File: config.mk
export PLATFORM = sky130hd
export DESIGN_NAME = reg_write_queue
export DESIGN_NICKNAME = d
export VERILOG_FILES = /design/src/rtl/regq_pkg.sv /design/src/rtl/reg_write_queue_sync_fifo.sv /design/src/rtl/reg_write_queue.sv
export SDC_FILE = /design/constraint.sdc
export NUM_CORES = 1
export LEC_CHECK = 0
export CAP_MARGIN = 25
export CORE_UTILIZATION = 60
export CTS_CLUSTER_SIZE = 20
export DETAILED_ROUTE_END_ITERATION = 10
export HOLD_SLACK_MARGIN = 0.15
export PLACE_DENSITY = 0.9
export SLEW_MARGIN = 10
export SYNTH_ARGS = -nofsm -noshare
export SYNTH_HDL_FRONTEND = slang
export SYNTH_HIERARCHICAL = 1
export SYNTH_SLANG_ARGS = --single-unit
File: constraint.sdc
create_clock -name clk -period 6.1 [get_ports clk]
set_input_delay 1.22 -clock clk [delete_from_list [all_inputs] [get_ports clk]]
set_output_delay 1.22 -clock clk [all_outputs]
set_load 0.05 [all_outputs]
File: src/rtl/regq_pkg.sv
// Shared types and default sizing for the register write queue.
// Build option REGQ_BYPASS_EN is consumed by reg_write_queue, not here.
package regq_pkg;

    localparam int REGQ_WIDTH = 32;
    localparam int REGQ_DEPTH = 4;

    typedef enum logic [1:0] {
        IDLE  = 2'd0,
        WRITE = 2'd1,
        READ  = 2'd2
    } regq_state_e;

endpackage

File: src/rtl/reg_write_queue_sync_fifo.sv
// Power-of-two circular FIFO with an occupancy counter.
// Pointers wrap freely; the counter is what tells full from empty.
module sync_fifo #(
    parameter int WIDTH = 32,
    parameter int DEPTH = 4,
    parameter int PTR_W = $clog2(DEPTH)
) (
    input  logic             clk,
    input  logic             rst,
    input  logic             push_i,
    input  logic [WIDTH-1:0] push_data_i,
    input  logic             pop_i,
    output logic [WIDTH-1:0] head_o,
    output logic [PTR_W:0]   count_o,
    output logic             full_o,
    output logic             empty_o
);

    localparam logic [PTR_W-1:0] PTR_ONE  = PTR_W'(1);
    localparam logic [PTR_W:0]   CNT_ONE  = (PTR_W + 1)'(1);
    localparam logic [PTR_W:0]   CNT_FULL = (PTR_W + 1)'(DEPTH);

    logic [WIDTH-1:0] mem_q [DEPTH];
    logic [PTR_W-1:0] wr_ptr_q, wr_ptr_d;
    logic [PTR_W-1:0] rd_ptr_q, rd_ptr_d;
    logic [PTR_W:0]   count_q, count_d;

    always_comb begin
        wr_ptr_d = wr_ptr_q;
        rd_ptr_d = rd_ptr_q;
        count_d  = count_q;
        if (push_i) wr_ptr_d = wr_ptr_q + PTR_ONE;
        if (pop_i)  rd_ptr_d = rd_ptr_q + PTR_ONE;
        if (push_i && !pop_i)      count_d = count_q + CNT_ONE;
        else if (!push_i && pop_i) count_d = count_q - CNT_ONE;
    end

    always_ff @(posedge clk or posedge rst) begin
        if (rst) begin
            wr_ptr_q <= '0;
            rd_ptr_q <= '0;
            count_q  <= '0;
        end else begin
            wr_ptr_q <= wr_ptr_d;
            rd_ptr_q <= rd_ptr_d;
            count_q  <= count_d;
        end
    end

    // Storage is never reset: the counter alone decides what is valid.
    always_ff @(posedge clk) begin
        if (push_i) mem_q[wr_ptr_q] <= push_data_i;
    end

    assign head_o  = mem_q[rd_ptr_q];
    assign count_o = count_q;
    assign full_o  = (count_q == CNT_FULL);
    assign empty_o = (count_q == '0);

    assert property (@(posedge clk) disable iff (rst) !(push_i && full_o));
    assert property (@(posedge clk) disable iff (rst) !(pop_i && empty_o));

endmodule

File: src/rtl/reg_write_queue.sv
// Sequencer in front of the storage register: queues words and arbitrates
// write commits against read requests. Option REGQ_BYPASS_EN lets a word skip an empty FIFO.
module reg_write_queue
    import regq_pkg::*;
#(
    parameter int WIDTH = REGQ_WIDTH,
    parameter int DEPTH = REGQ_DEPTH,
    parameter int PTR_W = $clog2(DEPTH)
) (
    input  logic             clk,
    input  logic             reset,
    input  logic [WIDTH-1:0] in_data,
    input  logic             in_valid,
    output logic             in_ready,
    input  logic             rd_req,
    output logic             rd_ack,
    output logic [WIDTH-1:0] reg_in,
    output logic             reg_write,
    output logic             reg_read,
    output logic [PTR_W:0]   count,
    output logic             full,
    output logic             empty
);

    regq_state_e      state_q, state_d;
    logic [WIDTH-1:0] reg_in_q, reg_in_d;
    logic             rd_blk_q, rd_blk_d;

    logic             push_acc;
    logic             byp;
    logic             fifo_push;
    logic             fifo_pop;
    logic [WIDTH-1:0] head;

    assign in_ready = !full;
    assign push_acc = in_valid && in_ready;

    always_comb begin
        state_d = IDLE;
        byp     = 1'b0;
        if (rd_req && !rd_blk_q) begin
            state_d = READ;
        end else if (!empty) begin
            state_d = WRITE;
        end
`ifdef REGQ_BYPASS_EN
        else if (push_acc) begin
            state_d = WRITE;
            byp     = 1'b1;
        end
`endif

        fifo_push = push_acc && !byp;
        fifo_pop  = (state_d == WRITE) && !byp;

        reg_in_d = reg_in_q;
        if (state_d == WRITE) reg_in_d = byp ? in_data : head;

        // Once a request is served it stays blocked until the consumer drops rd_req.
        rd_blk_d = rd_req && (rd_blk_q || (state_d == READ));
    end

    always_ff @(posedge clk or posedge reset) begin
        if (reset) begin
            state_q  <= IDLE;
            reg_in_q <= '0;
            rd_blk_q <= 1'b0;
        end else begin
            state_q  <= state_d;
            reg_in_q <= reg_in_d;
            rd_blk_q <= rd_blk_d;
        end
    end

    assign reg_write = (state_q == WRITE);
    assign reg_read  = (state_q == READ);
    assign rd_ack    = (state_q == READ);
    assign reg_in    = reg_in_q;

    sync_fifo #(
        .WIDTH (WIDTH),
        .DEPTH (DEPTH),
        .PTR_W (PTR_W)
    ) u_fifo (
        .clk         (clk),
        .rst         (reset),
        .push_i      (fifo_push),
        .push_data_i (in_data),
        .pop_i       (fifo_pop),
        .head_o      (head),
        .count_o     (count),
        .full_o      (full),
        .empty_o     (empty)
    );

endmodule

-- Yosys cells after proc, flatten, opt, wreduce, memory -nomap -nowiden
Memory sizes are Yosys's and may differ from the RTL's. A register that Yosys moved wholly into a read port is not among the register bits.
Cells that the tools add are included.
- bits in registers: 10
- RAM bits: 128
- bits of input ports: 36
- output and inout bits: 41
- logic and storage cells: 33
- memories kept: 1
- memories (memory ; words ; width ; read ports ; clocked after memory_dff ; write ports ; line ; RTL):
    u_fifo.mem_q ; 4 ; 32 ; 1 ; 1 ; 1 ; reg_write_queue_sync_fifo.sv:23 ; logic [WIDTH-1:0] mem_q [DEPTH];
- $add $sub $neg: 4
- equal/unequal tests: 5
- multiplexer cells: 6
- reduce and logical (&&, ||, !) cells: 12
- operator list (cell ; number):
    two-way mux 3 bit ; 2
    logical AND 1 bit ; 5
    adder 2 x 1 -> 2 bit, second input constant ; 2
    == test 2 x 1 -> 1 bit, second input constant ; 2
    == test 2 bit, second input constant ; 2
    zero test 1 bit ; 4
    adder 3 x 1 -> 3 bit, second input constant ; 1
    == test 3 bit, second input constant ; 1
    zero test 3 bit ; 1
    two-way mux 1 bit ; 3
    subtractor 3 x 1 -> 3 bit, second input constant ; 1
    two-way mux 2 bit ; 1
    nonzero test 2 bit ; 1
    logical OR 1 bit ; 1

-- Depth between registers and ports, before layout
- word-level depth: 7
- mapped depth: 10
- mapped depth without buffers: 9

-- Cells and area by module
The synthesis kept the hierarchy.
- by module, submodules not included (module ; instances ; cells each ; area each (µm²) ; seq. area each (µm²)):
    sync_fifo ; 1 ; 203 ; 5063.6 ; 4018.9
    reg_write_queue ; 1 ; 79 ; 1481.4 ; 875.8

-- Worst setup path after synthesis
Ideal clock, no wire load.
- kind: register -> output
- start point: reg u_fifo.count_q[2], in the netlist u_fifo/count_o[2]
- end point: out in_ready
- arrival: 2.595 ns
- required time: 4.880 ns
- slack: 2.285 ns
- cell stages (with the launch flop): 3
- buffers on the path: 0
- path through: dfrtp_1 > nor3b_1 > inv_1
- cells in the longest elaborated chain, start to end: 2
- ends and longest elaborated chain (element ; line ; RTL):
    start, declared ; reg_write_queue_sync_fifo.sv:26 ; logic [PTR_W:0] count_q, count_d;
    start signal, assigned ; reg_write_queue_sync_fifo.sv:46 ; count_q <= count_d;
    == test 3 bit ; reg_write_queue_sync_fifo.sv:57 ; assign full_o = (count_q == CNT_FULL);
    via full ; reg_write_queue.sv:21 ; output logic full,
    zero test 1 bit ; reg_write_queue.sv:35 ; assign in_ready = !full;
    end, declared ; reg_write_queue.sv:14 ; output logic in_ready,
The timed path passes the listed nets, and every way through them passes these cells.

-- Final worst setup path
- start point: reg u_fifo.count_q[0], in the netlist u_fifo/count_o[0]
- end point: out empty
- cells in the longest elaborated chain, start to end: 1
- ends and longest elaborated chain (element ; line ; RTL):
    zero test 3 bit ; reg_write_queue_sync_fifo.sv:58 ; assign empty_o = (count_q == '0);
    end, declared ; reg_write_queue.sv:22 ; output logic empty
No other way between the ends.

==> results.json <==
{
  "status": "complete, no violations",
  "drc": 0,
  "finalSetupViolCount": 0,
  "totalWireLength_mm": 11.7,
  "cts_hold_buf": 0,
  "grt_setup_unrepaired": "no",
  "postCtsSetupRepairBufs": 0,
  "critical_path_arrival_ps": 2540,
  "ant_nets": 0,
  "r2r_slack_ps": 3450,
  "grt_max_degree": 37,
  "drtIter0Drc": 164,
  "final_max_slew_viol_count": 0,
  "diodes": 0,
  "place_ws_ps": 2400,
  "fin_setup_tns_ps": 0,
  "area_growth_syn_to_layout_pct": 21.8,
  "synthMuxAreaShare_pct": 18.6,
  "ys_seq_elements": 170,
  "htree_levels": 4,
  "cts_resized": 0,
  "post_drt_wl_per_cell_um": 22.7,
  "ys_seq_area_share_pct": 74.8,
  "initial_utilization_pct": 62.6,
  "fin_nets": 408,
  "power_density_nw_per_um2": 573,
  "avgViaCountPerCell": 5.74,
  "num_vias": 2958,
  "tritoncts": "done",
  "ys_warn_count": 6,
  "crit_start": "u_fifo/count_o[0]",
  "crit_type": "reg -> out",
  "highest_layer": "met4",
  "synth_cell_types": 26,
  "grt_use_total_pct": 23.2,
  "synth_area_um2": 6550,
  "final.setup_skew_ps": 10.7,
  "slew_headroom_pct": 41.0,
  "max_freq_ghz": 0.266,
  "wl_met2_mm": 6.24,
  "p_leak_nw": 2.90,
  "numCtsBuffers": 17,
  "grt_pass1_wl_mm": 18.2,
  "fin_ws_ps": 2340,
  "hold_path.class": "reg -> reg",
  "holdPathStages": 1,
  "grt_pass1_vias": 3232,
  "gp_congestion": 0.714,
  "cap_violations": 0,
  "required_ps": 4880,
  "antenna_found_initial": 0,
  "io_buffer_count": 76,
  "synth_compound_area_share_pct": 0.0765,
  "fin_crit_ps": 3760,
  "met3WireLength_um": 571,
  "die_area_um2": 11300,
  "fp.dieH_um": 106,
  "synth-xor-area-share_pct": 0.803,
  "wl_met1_mm": 4.64,
  "coreArea_um2": 10500,
  "clkTransAtPathRegs_ps": 70,
  "avgSynthCellArea_um2": 23.2,
  "setup.worst_path.end_class": "output pin",
  "clk_path_buf_depth": 2,
  "clock_latency_ps": 540,
  "critPathMaxFanout": 5,
  "rows": 37,
  "rr_worst_depth": 9,
  "seq_area_um2": 4900,
  "finalHoldViolations": 0,
  "drive_gt1_share_pct": 26.9,
  "dp_hpwl_mm": 6.55,
  "fp.dieW_um": 106,
  "start_kind": "flop",
  "syn-num-nets": 324,
  "synth_fa_ha_area_share_pct": 1.26,
  "worst_pin_slew_ps": 886,
  "multi_input_area_um2": 1460,
  "r2r-start": "u_fifo/count_o[0]",
  "synth_cells": 282,
  "io_pins": 77,
  "nFillCells": 550,
  "min-delay-start": "rd_blk_q",
  "synth_top_family_by_area": "multiplexers",
  "drt-pass1-iter-count": 4,
  "synthSimpleGateAreaFrac_pct": 1.55,
  "cts-root-buf": "clkbuf_8",
  "clock_sinks": 170,
  "fin_crit_sh_pct": 61.6,
  "grt-ovfl-total": 0,
  "ir_drop_v": 0.000322
}
[path summary, 6_finish.rpt]
path	to
max	empty
min in group asynchronous	u_fifo/wr_ptr_q[1]
max in group asynchronous	reg_in[29]
min reg2reg	state_q[1]
min	state_q[1]
max reg2reg	u_fifo/count_o[2]
[state kept, by name, summed over array words and instances (netlist names)]
| signal | flops |
|---|---|
| state_q | 2 |
| u_fifo/wr_ptr_q | 2 |
| u_fifo/rd_ptr_q | 2 |
| u_fifo/count_o | 3 |
| reg_in | 32 |
| u_fifo/mem_q | 128 |
| rd_blk_q | 1 |
[cell usage after synthesis (all sizes together)]
library cell | n | share of area (%)
nor2 | 2 | 0.36
dlygate4sd1 | 1 | 0.13
and2 | 4 | 0.38
edfxtp | 128 | 59
buf | 11 | 2.4
mux4 | 32 | 11
nor3b | 1 | 0.11
xor2 | 4 | 0.54
dfrtp | 42 | 16
inv | 7 | 0.40
o21ai | 1 | 0.076
clkbuf | 1 | 0.057
xnor2 | 2 | 0.27
nand2 | 2 | 0.11
nor2b | 4 | 0.50
ha | 5 | 0.96
fa | 1 | 0.31
mux2 | 33 | 7.3
nor3 | 1 | 0.076
[stage by stage]
stage | util, % | std cells | hold slack [ps] | power [mW] | instance area, µm²
floorplan | - | 282 | 458 | 3.01 | 6550
CTS | 76.2 | 515 | 494 | 4.61 | 7970
finish | 76.2 | 515 | 485 | 4.57 | 7970
detailed placement | 70.2 | 483 | 486 | 3.45 | 7340
global route | 76.2 | 515 | 505 | 4.74 | 7970
global placement | 70.0 | 482 | 476 | 3.36 | 7320
[per-layer routing]
layer  vias up  global-route usage [%]
met4         0                    11.0
met2        90                    38.0
met1      1560                    28.2
li1       1285                       -
met3        23                    7.23
met5         -                       0
[cells by family after synthesis]
family	Yosys count
buffers and inverters	20
multiplexers	65
adder cells (fa/ha/maj)	6
flip-flops	170
XOR/XNOR	6
AO/OA/AOI/OAI	1
AND/OR/NAND/NOR	14
[layout by cell type (no fill, tap or decap), types with 5 or more instances in the layout]
cell type / count
edfxtp_1: 128
mux4_2: 28
mux2_4: 29
inv_6: 5
dfrtp_1: 41
inv_1: 6
ha_1: 5
clkdlybuf4s50_1: 76
clkbuf_16: 16
[power breakdown]
group | internal (mW) | switching (mW)
Combinational | 0.752 | 0.932
Clock | 0.674 | 0.457
Sequential | 1.58 | 0.173
Total | 3.01 | 1.56
[cell type report]
| type | instances | area share (%) |
|---|---|---|
| Timing Repair Buffer | 78 | 9.89 |
| Inverter | 7 | 0.330 |
| Clock inverter | 15 | 2.65 |
| Multi-Input combinational cell | 92 | 18.4 |
| Clock buffer | 17 | 5.20 |
| Sequential cell | 170 | 61.4 |
| Tap cell | 136 | 2.14 |
[critical path: stages, from the launching register on]
cell             delay [ps]
dfrtp_1                 470
nor3_1                  600
clkdlybuf4s50_1         930
Note: power is estimated with default switching activity, not from simulation.
==> RTL edit: new RTL, config.mk and constraints unchanged <==
The 3 states of `regq_state_e` get a one-hot encoding in 3 bits.
--- a/src/rtl/regq_pkg.sv
+++ b/src/rtl/regq_pkg.sv
@@ -6,8 +6,8 @@
     localparam int REGQ_DEPTH = 4;
 
-    typedef enum logic [1:0] {
-        IDLE  = 2'd0,
-        WRITE = 2'd1,
-        READ  = 2'd2
+    typedef enum logic [2:0] {
+        IDLE  = 3'b001,
+        WRITE = 3'b010,
+        READ  = 3'b100
     } regq_state_e;
 
Formal check against the unedited RTL: no difference found for any inputs over 10 cycles, from zero or initial values and one cycle with reset high; not proved beyond that.
==> RTL edit against the unedited design <==
Sequential power rose by 2%; routed wire length down 3.1%; sequential cell count rose by 1; utilization is 0.20 points lower; die area increased by 0.56%; setup slack lost 42 ps; critical path depth unchanged; worst hold slack improved by 5.3 ps; power fell by 2.0%; synthesized area grew 0.57%; cell area fell by 0.27%; non-clock buffer count is 1 lower; largest power group unchanged; highest routed layer unchanged.
==> RTL edit: results (changes against the unedited design) <==
[cells_and_area]
final-nonclk-buf-share=0.0982  ; -0.000680
n_all_buffers=77  ; -1.3%
multi_input_cells=93  ; +1.1%
drive_gt1_frac=0.271  ; +0.00192
multi_input_area_um2=1470  ; +0.77%
nClkBuffers=18  ; +1
clockNetworkAreaShare=0.0721  ; -0.00640
seq_share=0.619  ; +0.00511

[pwr]
switching_share=0.344  ; +0.00238
p_leak_nw=2.89  ; -0.48%
irDropWorstVdd_mv=0.297  ; -7.7%

[place]
dp_slack_ps=2380  ; -19.9 ps
dp_hpwl_um=6540  ; -0.17%
routabilityCongestion=0.656  ; -8.1%
io_buffers=76  ; unchanged

[yosys]
async_reset_ff_frac=0.251  ; +0.00440
yosysSeqAreaShare=0.748  ; about the same
synth.area.top_cells=edfxtp_1 58%, dfrtp_1 16%, mux4_2 9.6%
synth.distinct_cells=28  ; +7.7%
yosys_warnings=6  ; unchanged
synth_nets=326  ; +0.62%
synthCells=284  ; +0.71%

[grt]
grt_usage=0.226  ; -0.00607
grt_pass1_wl_um=18000  ; -1.2%
grt_antenna_before_repair=0  ; unchanged
grt_pass1_vias=3223  ; -0.28%

[cts]
htree_levels=4  ; unchanged

[worst_setup_path]
cp.arrival_ps=2580  ; +40 ps

[run_status]
status=complete, no violations

[drt]
vias=2972  ; +0.47%
routedWlPerCell_um=22.0  ; -3.3%

[min_path]
holdPathStages=1  ; unchanged

[RTL edit: power by group through the flow]
stage                     clock, mW  combinational (mW)  sequential [mW]
final                          1.04                1.64             1.80
after global routing           1.10                1.72             1.83
after CTS                      1.05                1.66             1.80
after detailed placement          0                1.65             1.82
after global placement            0                1.54             1.83
after floorplan                   0               0.896             2.13
[RTL edit: worst paths after layout]
| path | to | slack (ps) |
|---|---|---|
| setup / recovery | empty | 2300 |
| hold / removal | state_q[2] | 490 |
| setup reg to reg | u_fifo/count_o[2] | 3320 |
| hold reg to reg | state_q[2] | 490 |
| max in group asynchronous | reg_in[10] | 4340 |
| min in group asynchronous | u_fifo/wr_ptr_q[1] | 990 |
[RTL edit: through the flow]
stage	power [mW]	utilization	instances	cell area [µm²]	hold WS [ps]
detailed placement	3.46	0.705	484	7370	492
floorplan	3.03	-	284	6580	460
CTS	4.52	0.760	516	7950	494
finish	4.48	0.760	516	7950	491
global placement	3.38	0.703	483	7350	476
global route	4.65	0.760	516	7950	498
[RTL edit: layer usage]
| metal | track usage | wire length (µm) | vias to the layer above |
|---|---|---|---|
| met1 | 0.280 | 4570 | 1561 |
| met3 | 0.0608 | 437 | 25 |
| met5 | 0 | 0 | - |
| li1 | - | - | 1293 |
| met2 | 0.376 | 6080 | 93 |
| met4 | 0.0998 | 262 | 0 |
[RTL edit: cells by family after synthesis]
family	after synthesis	synth area share
XOR/XNOR	6	0.00798
flip-flops	171	0.748
AO/OA/AOI/OAI	1	0.000760
AND/OR/NAND/NOR	15	0.0171
adder cells (fa/ha/maj)	6	0.0125
buffers and inverters	20	0.0293
multiplexers	65	0.185
